--- config.mk ---
export PLATFORM = sky130hd
export DESIGN_NAME = multi_cycle_ctrl
export DESIGN_NICKNAME = d
export VERILOG_FILES = /design/src/rtl/multi_cycle_ctrl.sv
export SDC_FILE = /design/constraint.sdc
export NUM_CORES = 1
export LEC_CHECK = 0
export CAP_MARGIN = 20
export CORE_MARGIN = 2
export CORE_UTILIZATION = 47
export DETAILED_ROUTE_END_ITERATION = 16
export PLACE_DENSITY = 0.82
export SETUP_SLACK_MARGIN = 0.3
export SKIP_CTS_REPAIR_TIMING = 1
export SYNTH_ARGS = -nofsm -noshare
export SYNTH_HDL_FRONTEND = slang
export SYNTH_SLANG_ARGS = --single-unit
--- constraint.sdc ---
create_clock -name clk -period 6.6 [get_ports clk]
set_input_delay 1.32 -clock clk [delete_from_list [all_inputs] [get_ports clk]]
set_output_delay 1.32 -clock clk [all_outputs]
set_load 0.02 [all_outputs]
--- src/rtl/multi_cycle_ctrl.sv ---
// Multi-cycle RV32I control FSM: sequences FETCH/DECODE/EXEC/MEM/WB over a shared memory.
// Optional build macro MULTI_CYCLE_CTRL_ILLEGAL_TRAP_EN: illegal opcodes halt instead of retiring as NOP.
module multi_cycle_ctrl #(
  parameter int INSTRET_W = 32
) (
  input  logic                 clk,
  input  logic                 rst,
  input  logic                 start,
  input  logic                 mem_ready,
  input  logic [6:0]           opcode,
  input  logic [2:0]           func3,
  input  logic                 BrEq,
  input  logic                 BrLT,
  output logic                 mem_req,
  output logic                 mem_we,
  output logic                 iorD,
  output logic                 IRWrite,
  output logic                 PCWrite,
  output logic                 PCsel,
  output logic                 regWrite,
  output logic                 ALUSrc_A,
  output logic                 ALUSrc_B,
  output logic [2:0]           ALUOp,
  output logic [1:0]           memtoReg,
  output logic                 busy,
  output logic                 illegal,
  output logic [2:0]           state,
  output logic [INSTRET_W-1:0] instret
);

  localparam logic [2:0] S_IDLE   = 3'd0;
  localparam logic [2:0] S_FETCH  = 3'd1;
  localparam logic [2:0] S_DECODE = 3'd2;
  localparam logic [2:0] S_EXEC   = 3'd3;
  localparam logic [2:0] S_MEM    = 3'd4;
  localparam logic [2:0] S_WB     = 3'd5;
  localparam logic [2:0] S_HALT   = 3'd6;

  localparam logic [6:0] OP_R      = 7'b0110011;
  localparam logic [6:0] OP_I      = 7'b0010011;
  localparam logic [6:0] OP_LOAD   = 7'b0000011;
  localparam logic [6:0] OP_STORE  = 7'b0100011;
  localparam logic [6:0] OP_BRANCH = 7'b1100011;
  localparam logic [6:0] OP_JAL    = 7'b1101111;
  localparam logic [6:0] OP_JALR   = 7'b1100111;

  logic [2:0]           state_q, state_d;
  logic [INSTRET_W-1:0] instret_q, instret_d;

  logic is_r, is_i, is_ld, is_st, is_br, is_jal, is_jalr, is_legal;
  logic br_taken, retire;
  logic alu_a, alu_b;
  logic [2:0] alu_op;

  always_comb begin
    is_r     = (opcode == OP_R);
    is_i     = (opcode == OP_I);
    is_ld    = (opcode == OP_LOAD);
    is_st    = (opcode == OP_STORE);
    is_br    = (opcode == OP_BRANCH);
    is_jal   = (opcode == OP_JAL);
    is_jalr  = (opcode == OP_JALR);
    is_legal = is_r | is_i | is_ld | is_st | is_br | is_jal | is_jalr;
  end

  always_comb begin
    br_taken = 1'b0;
    case (func3)
      3'b000:  br_taken = BrEq;
      3'b001:  br_taken = !BrEq;
      3'b100:  br_taken = BrLT;
      3'b101:  br_taken = !BrLT;
      default: br_taken = 1'b0;
    endcase
  end

  // ALU setup per class; held from EXEC through WB so ALU_out stays stable.
  always_comb begin
    alu_a  = 1'b0;
    alu_b  = 1'b0;
    alu_op = 3'b000;
    if (is_r) begin
      alu_op = 3'b010;
    end else if (is_i) begin
      alu_b  = 1'b1;
      alu_op = 3'b011;
    end else if (is_ld || is_st || is_jalr) begin
      alu_b  = 1'b1;
    end else if (is_br || is_jal) begin
      alu_a  = 1'b1;
      alu_b  = 1'b1;
    end
  end

  always_comb begin
    state_d  = state_q;
    retire   = 1'b0;
    mem_req  = 1'b0;
    mem_we   = 1'b0;
    iorD     = 1'b0;
    IRWrite  = 1'b0;
    PCWrite  = 1'b0;
    PCsel    = 1'b0;
    regWrite = 1'b0;
    ALUSrc_A = 1'b0;
    ALUSrc_B = 1'b0;
    ALUOp    = 3'b000;
    memtoReg = 2'b00;
    busy     = 1'b0;
    illegal  = 1'b0;
    case (state_q)
      S_IDLE: begin
        if (start) state_d = S_FETCH;
      end
      S_FETCH: begin
        busy    = 1'b1;
        mem_req = 1'b1;
        if (mem_ready) begin
          IRWrite = 1'b1;
          state_d = S_DECODE;
        end
      end
      S_DECODE: begin
        busy = 1'b1;
        if (is_legal) begin
          state_d = S_EXEC;
        end else begin
`ifdef MULTI_CYCLE_CTRL_ILLEGAL_TRAP_EN
          state_d = S_HALT;
`else
          PCWrite = 1'b1;
          retire  = 1'b1;
`endif
        end
      end
      S_EXEC: begin
        busy     = 1'b1;
        ALUSrc_A = alu_a;
        ALUSrc_B = alu_b;
        ALUOp    = alu_op;
        if (is_br) begin
          PCWrite = 1'b1;
          PCsel   = br_taken;
          retire  = 1'b1;
        end else if (is_ld || is_st) begin
          state_d = S_MEM;
        end else begin
          state_d = S_WB;
        end
      end
      S_MEM: begin
        busy     = 1'b1;
        ALUSrc_A = alu_a;
        ALUSrc_B = alu_b;
        ALUOp    = alu_op;
        mem_req  = 1'b1;
        iorD     = 1'b1;
        mem_we   = is_st;
        if (mem_ready) begin
          if (is_st) begin
            PCWrite = 1'b1;
            retire  = 1'b1;
          end else begin
            state_d = S_WB;
          end
        end
      end
      S_WB: begin
        busy     = 1'b1;
        ALUSrc_A = alu_a;
        ALUSrc_B = alu_b;
        ALUOp    = alu_op;
        regWrite = 1'b1;
        PCWrite  = 1'b1;
        PCsel    = is_jal | is_jalr;
        if (is_jal || is_jalr) memtoReg = 2'b10;
        else if (is_r || is_i) memtoReg = 2'b01;
        else                   memtoReg = 2'b00;
        retire   = 1'b1;
      end
`ifdef MULTI_CYCLE_CTRL_ILLEGAL_TRAP_EN
      S_HALT: begin
        illegal = 1'b1;
      end
`endif
      default: state_d = S_IDLE;
    endcase
    // start is only looked at on retire, so a mid-instruction drop is deferred.
    if (retire) state_d = start ? S_FETCH : S_IDLE;
  end

  always_comb begin
    instret_d = instret_q + {{(INSTRET_W-1){1'b0}}, retire};
  end

  always_ff @(posedge clk or posedge rst) begin
    if (rst) begin
      state_q   <= S_IDLE;
      instret_q <= '0;
    end else begin
      state_q   <= state_d;
      instret_q <= instret_d;
    end
  end

  assign state   = state_q;
  assign instret = instret_q;

endmodule

==> metrics.txt <==
IO Pins=67; final setup fails=0; synthesis-stage register bit count=35; largest net degree at the start of global routing=36; Reg area=876 sq um; DR DRC count=0; Synth top area share=45.5%; TNS Setup=0 ns; worst-path fanout max=7; CTS Root Buffer Type=clkbuf_8; core area=0.00397 sq mm; Routed Antenna Nets=0; final clock skew=0.00599 ns; most frequent cells in the layout=64 x clkdlybuf4s50_1, 35 x dfrtp_1, 20 x nand2_1; Finished Cell Area=0.00270 sq mm; Hold Path Class=flip-flop to flip-flop; main flop type after synthesis=dfrtp_1; DRT iter0 DRCs=74; hold path depth=1; max_cap viols=0; Via density=5.04; HPWL Detailed=3.09 mm; post-synthesis sequential area ratio=45.5%; Clock Latency Late Sink=0.28 ns; status=complete, no violations; Post-synth EDFFs=0; Max Buffers Root-to-Sink=2; total grt overflow=0; Syn Area/Cell=10.1 sq um; final worst-path cycle share=72.1%; leading post-synthesis cells by cell area=dfrtp_1 46%, xnor2_1 8.2%, xor2_1 6.4%, nand2_1 3.9%, nor2_1 3.5%; Pwr Density=251 mW/mm^2; Fin. Hold Viols=0; CTS tree=yes; RSZ-0062 raised after global routing=false; initial core utilization=48.5%; GPL Wtd Cong=0.841; R2R depth=12; maximum vdd ir drop=0.000193 V; Syn-to-layout area delta=40.2%; via count=1,553; share of post-route cells with drive strength above 1=9.30%; DRT Pass-1 Iters=4; WHS=0.469 ns; # port buffers=64; min cycle time layout=4.76 ns; FILL cells=325; Final #Nets=276; total CTS buffers=5; WS Path Type=input port to primary output; die area=0.00462 sq mm; antenna violations before repair=0; Worst Path Arrival=3.44 ns; Slew Viols, Final=0; PnR Total Power=0.000678 W; detailed-route wire length per cell=13.3 microns; Leak=1.21 nW; Distinct cells, synth=40; Die Width=68.0 microns; Post-Synthesis Cells=190; Ys Warns=0; startpoint types=input port; reg2reg setup slack=3.42 ns; first-pass GRT wire length=6.76 mm; CP Capture Type=primary output; gr usage total=19.7%; Hold Path End=instret[31]; most common cell after layout, fill and taps aside=clkdlybuf4s50_1; Placed Area=0.00261 sq mm; row cnt=23; antenna cells=0; Die Ht=68.0 microns; worst path required time=5.28 ns; hold wc startpoint=instret[31]; vias in the first global route=1,528; # H-tree levels=2; area occupied by multi-input gates=987 sq um; TritonCTS Sinks=35; RR Startpoint=state[2]; Synth async-reset ratio=100%; Clk pin slew, worst setup/hold paths=0.06 ns; reg-to-reg critical path endpoint=instret[26]; Max Clk Rate=210 MHz; Yosys top cell by area=dfrtp_1; drt total wl=4.09 mm; mapped cell area=0.00192 sq mm
## kinds of logic (layout without fill, tap and decap cells)
| family | Yosys count | count (layout) | share of synthesized area, % |
|---|---|---|---|
| xor gates and xnor gates | 32 | 32 | 14.6 |
| other | 1 | 2 | 0.195 |
| adders and majority gates | 2 | 2 | 1.30 |
| buffers and inverters | 15 | 82 | 3.38 |
| muxes | 2 | 2 | 1.11 |
| and+or+nand+nor | 86 | 86 | 28.1 |
| DFF | 35 | 35 | 45.5 |
| AOI/OAI and AO/OA | 17 | 17 | 5.85 |
## state kept, by name (all words and copies together) (netlist names)
| signal | cells |
|---|---|
| instret | 32 |
| state | 3 |
## routing by layer
metal	global-route usage, %	routed length (microns)	up-vias
li1	-	-	774
met1	23.7	1760	725
met2	33.6	2070	47
met3	5.26	194	7
met4	7.50	72	0
met5	0	0	-
## worst max-delay path: stages
cell and delay, ns:
clkdlybuf4s50_1 0.42, and4bb_2 0.36, nand2_1 0.12, or4_1 0.51, o21ai_0 0.09, clkdlybuf4s50_1 0.63
## area by class of cell
| class | count | share of cell area, % |
|---|---|---|
| Multi-Input combinational cell | 141 | 36.6 |
| Sequential cell | 35 | 32.5 |
| Timing Repair Buffer | 65 | 24.0 |
| Clock buffer | 6 | 3.06 |
| Tap cell | 50 | 2.32 |
| Inverter | 10 | 1.39 |
| Clock inverter | 1 | 0.185 |
## cells in the mapped netlist (2+ instances only)
| library cell | instances |
|---|---|
| dfrtp_1 | 35 |
| ha_1 | 2 |
| and2_1 | 4 |
| nand4_4 | 2 |
| xnor2_1 | 18 |
| nor3_1 | 6 |
| nor2b_1 | 4 |
| a21oi_1 | 5 |
| nand3_2 | 3 |
| clkbuf_1 | 2 |
| inv_1 | 10 |
| nand2_1 | 20 |
| o21a_1 | 2 |
| nor4_4 | 3 |
| buf_4 | 2 |
| nand4_1 | 2 |
| xor2_1 | 14 |
| nand3_1 | 11 |
| nor3b_1 | 2 |
| o21ai_0 | 4 |
| nor2_1 | 18 |
| nor3_2 | 3 |
## worst max path at each step
stage	endpoint	from	slack, ns
global route	PCsel	opcode[5]	1.76
CTS	PCsel	opcode[3]	1.85
detailed placement	PCsel	opcode[5]	1.86
global placement	PCsel	opcode[3]	1.88
floorplan	PCsel	opcode[3]	2.81
finish	PCsel	opcode[3]	1.84
## metrics by stage
stage	cells	setup WS (ns)	utilization [%]
3_3_place_gp	301	1.88	65.8
6_report	308	1.84	68.0
5_1_grt	308	1.76	68.0
3_5_place_dp	301	1.86	65.8
4_1_cts	308	1.85	68.0
2_1_floorplan	191	2.81	-
## power by group
part / internal, W / switching, W
combinational: 0.000121 / 0.000120
sequential: 0.000238 / 0.0000463
clock: 0.0000818 / 0.0000710
total: 0.000441 / 0.000237
(Power assumes the default switching activity.)
==> variant 1: new RTL, config.mk and constraints unchanged <==
Change the parameter `INSTRET_W` from 32 to 64.
--- a/src/rtl/multi_cycle_ctrl.sv
+++ b/src/rtl/multi_cycle_ctrl.sv
@@ -3,3 +3,3 @@
 module multi_cycle_ctrl #(
-  parameter int INSTRET_W = 32
+  parameter int INSTRET_W = 64
 ) (
Ports: changed (resized instret); port bits go from 67 to 99. No check against the original RTL was run, so the function may have changed too.
==> variant 1 against the original RTL <==
Sequential cell count increased by 32; final cell count increased by 77%; power increased by 57%; setup slack got worse by 0.31 ns; synthesized area increased by 77%; wire length increased by 96%; critical path type unchanged; sequential share of layout area increased by 3.4 points; global-route usage increased by 1.4 points; sequential power increased by 67%; final area increased by 73%.
==> variant 1: results (changes against the original RTL) <==
max reg flops 64 (+100%); post-synthesis mux area share 0.00587 (-0.00519); gr usage total 0.212 (+0.0143); ratio of cells with drive above 1 in the final layout 0.0671 (-0.0259); fillcell total 588 (+81%); number of global-route vias before repair 2851 (+87%); Synth top cells by count dfrtp_1, xor2_1, nor2_1, xnor2_1; drt total wl 8020 um (+96%); critical path data arrival time 3.75 ns (+0.31 ns); xor/xnor share of the synthesized area 0.164 (+0.0186); post-synthesis compound-gate area fraction 0.0293 (-0.0292); Synth Area in Adders 0.00733 (-0.00567); VDD IR max 0.214 mV (+10%); H-tree levels 3 (+1); cell depth of the worst flop-to-flop path 11 (-1); initial drt markers 162 (+120%); Clock group 0.347 mW (+130%); Clock Latency Late Sink 0.34 ns (+0.06 ns); Setup Skew 0.0103 ns (+0.00431 ns); Synth cell types 43 (+7.5%); Flop+latch power 0.475 mW (+67%); Final nets 460 (+67%); synth top area cells dfrtp_1, xor2_1, xnor2_1; gpl congestion 0.846 (+0.65%); status complete, no violations; Inserted Clock Buffers 9 (+4); LEAKAGE 2.10 nW (+73%); largest net degree at the start of global routing 68 (+89%); Post-Place Worst Slack 1.50 ns (-0.359 ns); Crit path max-delay family simple AND/OR/NAND/NOR gates; Vias per Instance 5.25 (+4.1%); first-pass GRT wire length 13000 um (+92%); Async SR Flop Fraction 1.00 (unchanged); antenna violations before repair 0 (unchanged); Crit path largest cell delay 0.71 ns (+0.08 ns); Sw Share 0.301 (-0.0491); actual slew at the worst max-slew pin 0.830 ns; register area share after synthesis 0.491 (+0.0361); Final HPWL DP 5850 um (+90%)
[variant 1: changes by cell type after synthesis, sizes merged, moves of 5 or more]
cell | before | now
nand3 | 14 | 26
inv | 10 | 15
nor3 | 9 | 17
and3 | 1 | 9
xor2 | 14 | 37
nor4 | 3 | 12
dfrtp | 35 | 67
nor2 | 18 | 34
nand2 | 20 | 26
xnor2 | 18 | 27
nand4 | 5 | 16
[variant 1: final timing paths]
kind | from | endpoint | slack, ns
max in group asynchronous | rst | instret[27] | 4.51
min in group asynchronous | rst | instret[53] | 1.54
worst min-delay path | instret[63] | instret[63] | 0.46
worst max register to register | state[1] | instret[62] | 2.96
worst min register to register | instret[63] | instret[63] | 0.46
worst max-delay path | opcode[0] | ALUOp[0] | 1.53
[variant 1: final cells by class]
cell class / count / area [um^2] / share of cell area
inverters: 15 / 56.3 / 0.0121
clock inverters: 4 / 48.8 / 0.0104
well taps: 99 / 124 / 0.0265
flip-flops and latches: 67 / 1680 / 0.359
clock buffers: 12 / 155 / 0.0332
repair buffers: 97 / 968 / 0.207
multi-input cells: 252 / 1640 / 0.352
[variant 1: per-stage QoR]
step / instance area (um^2) / power (mW) / instances
after floorplan: 3420 / 0.612 / 341
after global routing: 4670 / 1.11 / 546
after detailed placement: 4470 / 0.723 / 530
after CTS: 4670 / 1.07 / 546
after global placement: 4470 / 0.721 / 530
final: 4670 / 1.06 / 546
[variant 1: per-layer routing]
metal | up-vias | track usage | wire (um)
met5 | - | 0 | 0
met4 | 0 | 0.0828 | 129
met3 | 10 | 0.0554 | 455
met2 | 83 | 0.345 | 3910
met1 | 1390 | 0.271 | 3520
li1 | 1383 | - | -
==> variant 2: new RTL, same flow settings <==
Made on the original files. `instret_q` no longer has a reset.
--- a/src/rtl/multi_cycle_ctrl.sv
+++ b/src/rtl/multi_cycle_ctrl.sv
@@ -198,7 +198,9 @@
       state_q   <= S_IDLE;
-      instret_q <= '0;
     end else begin
       state_q   <= state_d;
-      instret_q <= instret_d;
     end
+  end
+
+  always_ff @(posedge clk) begin
+    instret_q <= instret_d;
   end
Function: differs if rst is asserted again (counterexample within 4 cycles, from zero or initial values and one cycle with rst high); with rst held inactive, the same outputs for 10 cycles.
==> variant 2 against the original RTL <==
Synthesized area down 14%; critical path depth up 1; maximum frequency about the same; sequential cell count unchanged; critical path type unchanged; final cell count down 4.2%; setup slack worse by 0.0011 ns; final area down 12%; power down 4.7%; largest power group unchanged; wire length down 11%.
==> variant 2: results (changes against the original RTL) <==
grt met1 use 0.243 (+0.00553); Crit path largest cell delay 0.57 ns (-0.06 ns); gr usage total 0.188 (-0.00964); register area share after synthesis 0.430 (-0.0247); RR Endpoint instret[16]; gpl congestion 0.887 (+5.6%); Final nets 268 (-2.9%); CTS clk-pin slew, worst paths 0.09 ns (+0.03 ns); FF-to-FF setup slack 3.40 ns (-0.02 ns); met3 WL 179 um (-7.7%); synth top area cells dfxtp_1, xnor2_1, xor2_1; number of global-route vias before repair 1339 (-12%); met2 Track Usage GR 0.297 (-0.0388); ratio of cells with drive above 1 in the final layout 0.0602 (-0.0328); VDD IR max 0.191 mV (-1.4%); status complete, no violations; combinational share of power 0.407 (+0.052); Vias 1496 (-3.7%); min-delay src instret[4]; Async SR Flop Fraction 0.0857 (-0.914); LEAKAGE 0.932 nW (-23%); met3 Usage GRT 0.0554 (+0.00273); WHS Endpoint instret[4]; Synth cell types 41 (+2.5%); internal power 0.408 mW (-7.4%); clk root buf clkbuf_4; first-pass GRT wire length 6010 um (-11%)
## variant 2: cell count changes after synthesis, sizes merged, moves of 3 or more
cell / before / now
and2: 4 / 1
and3: 1 / 5
and4: 1 / 6
dfrtp: 35 / 3
dfxtp: 0 / 32
inv: 10 / 7
nand2: 20 / 16
nand2b: 1 / 4
nor2: 18 / 21
nor3: 9 / 3
xnor2: 18 / 22
xor2: 14 / 9
## variant 2: through the flow
stage	area (um^2)	worst slack, ns	hold WS [ns]	power [mW]	std cells
global placement	2340	1.91	0.448	0.547	289
detailed placement	2340	1.87	0.476	0.550	289
CTS	2380	1.85	0.490	0.651	295
global route	2380	1.72	0.503	0.684	295
floorplan	1670	2.78	0.546	0.432	184
finish	2380	1.84	0.489	0.646	295
## variant 2: kinds of logic (layout without fill, tap and decap cells)
family / Yosys count / in the layout / synth area share
and+or+nand+nor: 83 / 83 / 0.275
other: 1 / 2 / 0.00226
buffers and inverters: 12 / 77 / 0.0316
DFF: 35 / 35 / 0.430
xor gates and xnor gates: 31 / 31 / 0.163
muxes: 2 / 2 / 0.0128
AOI/OAI and AO/OA: 17 / 17 / 0.0692
adders and majority gates: 2 / 2 / 0.0150
## variant 2: cell type report
cell class                 count  area (um^2)  share of cell area
multi-input combinational    137          898               0.377
sequential                    35          716               0.301
timing repair buffer          64          641               0.269
tap                           46         57.6              0.0242
clock buffer                   6         41.3              0.0174
inverter                       7         26.3              0.0110
## variant 2: worst register-to-register path, delay by kind of cell, from the launching register on
kind	cells	cell delay, ns
AO/OA/AOI/OAI	2	0.24
XOR/XNOR	1	0.15
AND/OR/NAND/NOR	5	1.57
flip-flops	1	0.57
adder cells (fa/ha/maj)	2	0.46
buffers and inverters	1	0.11
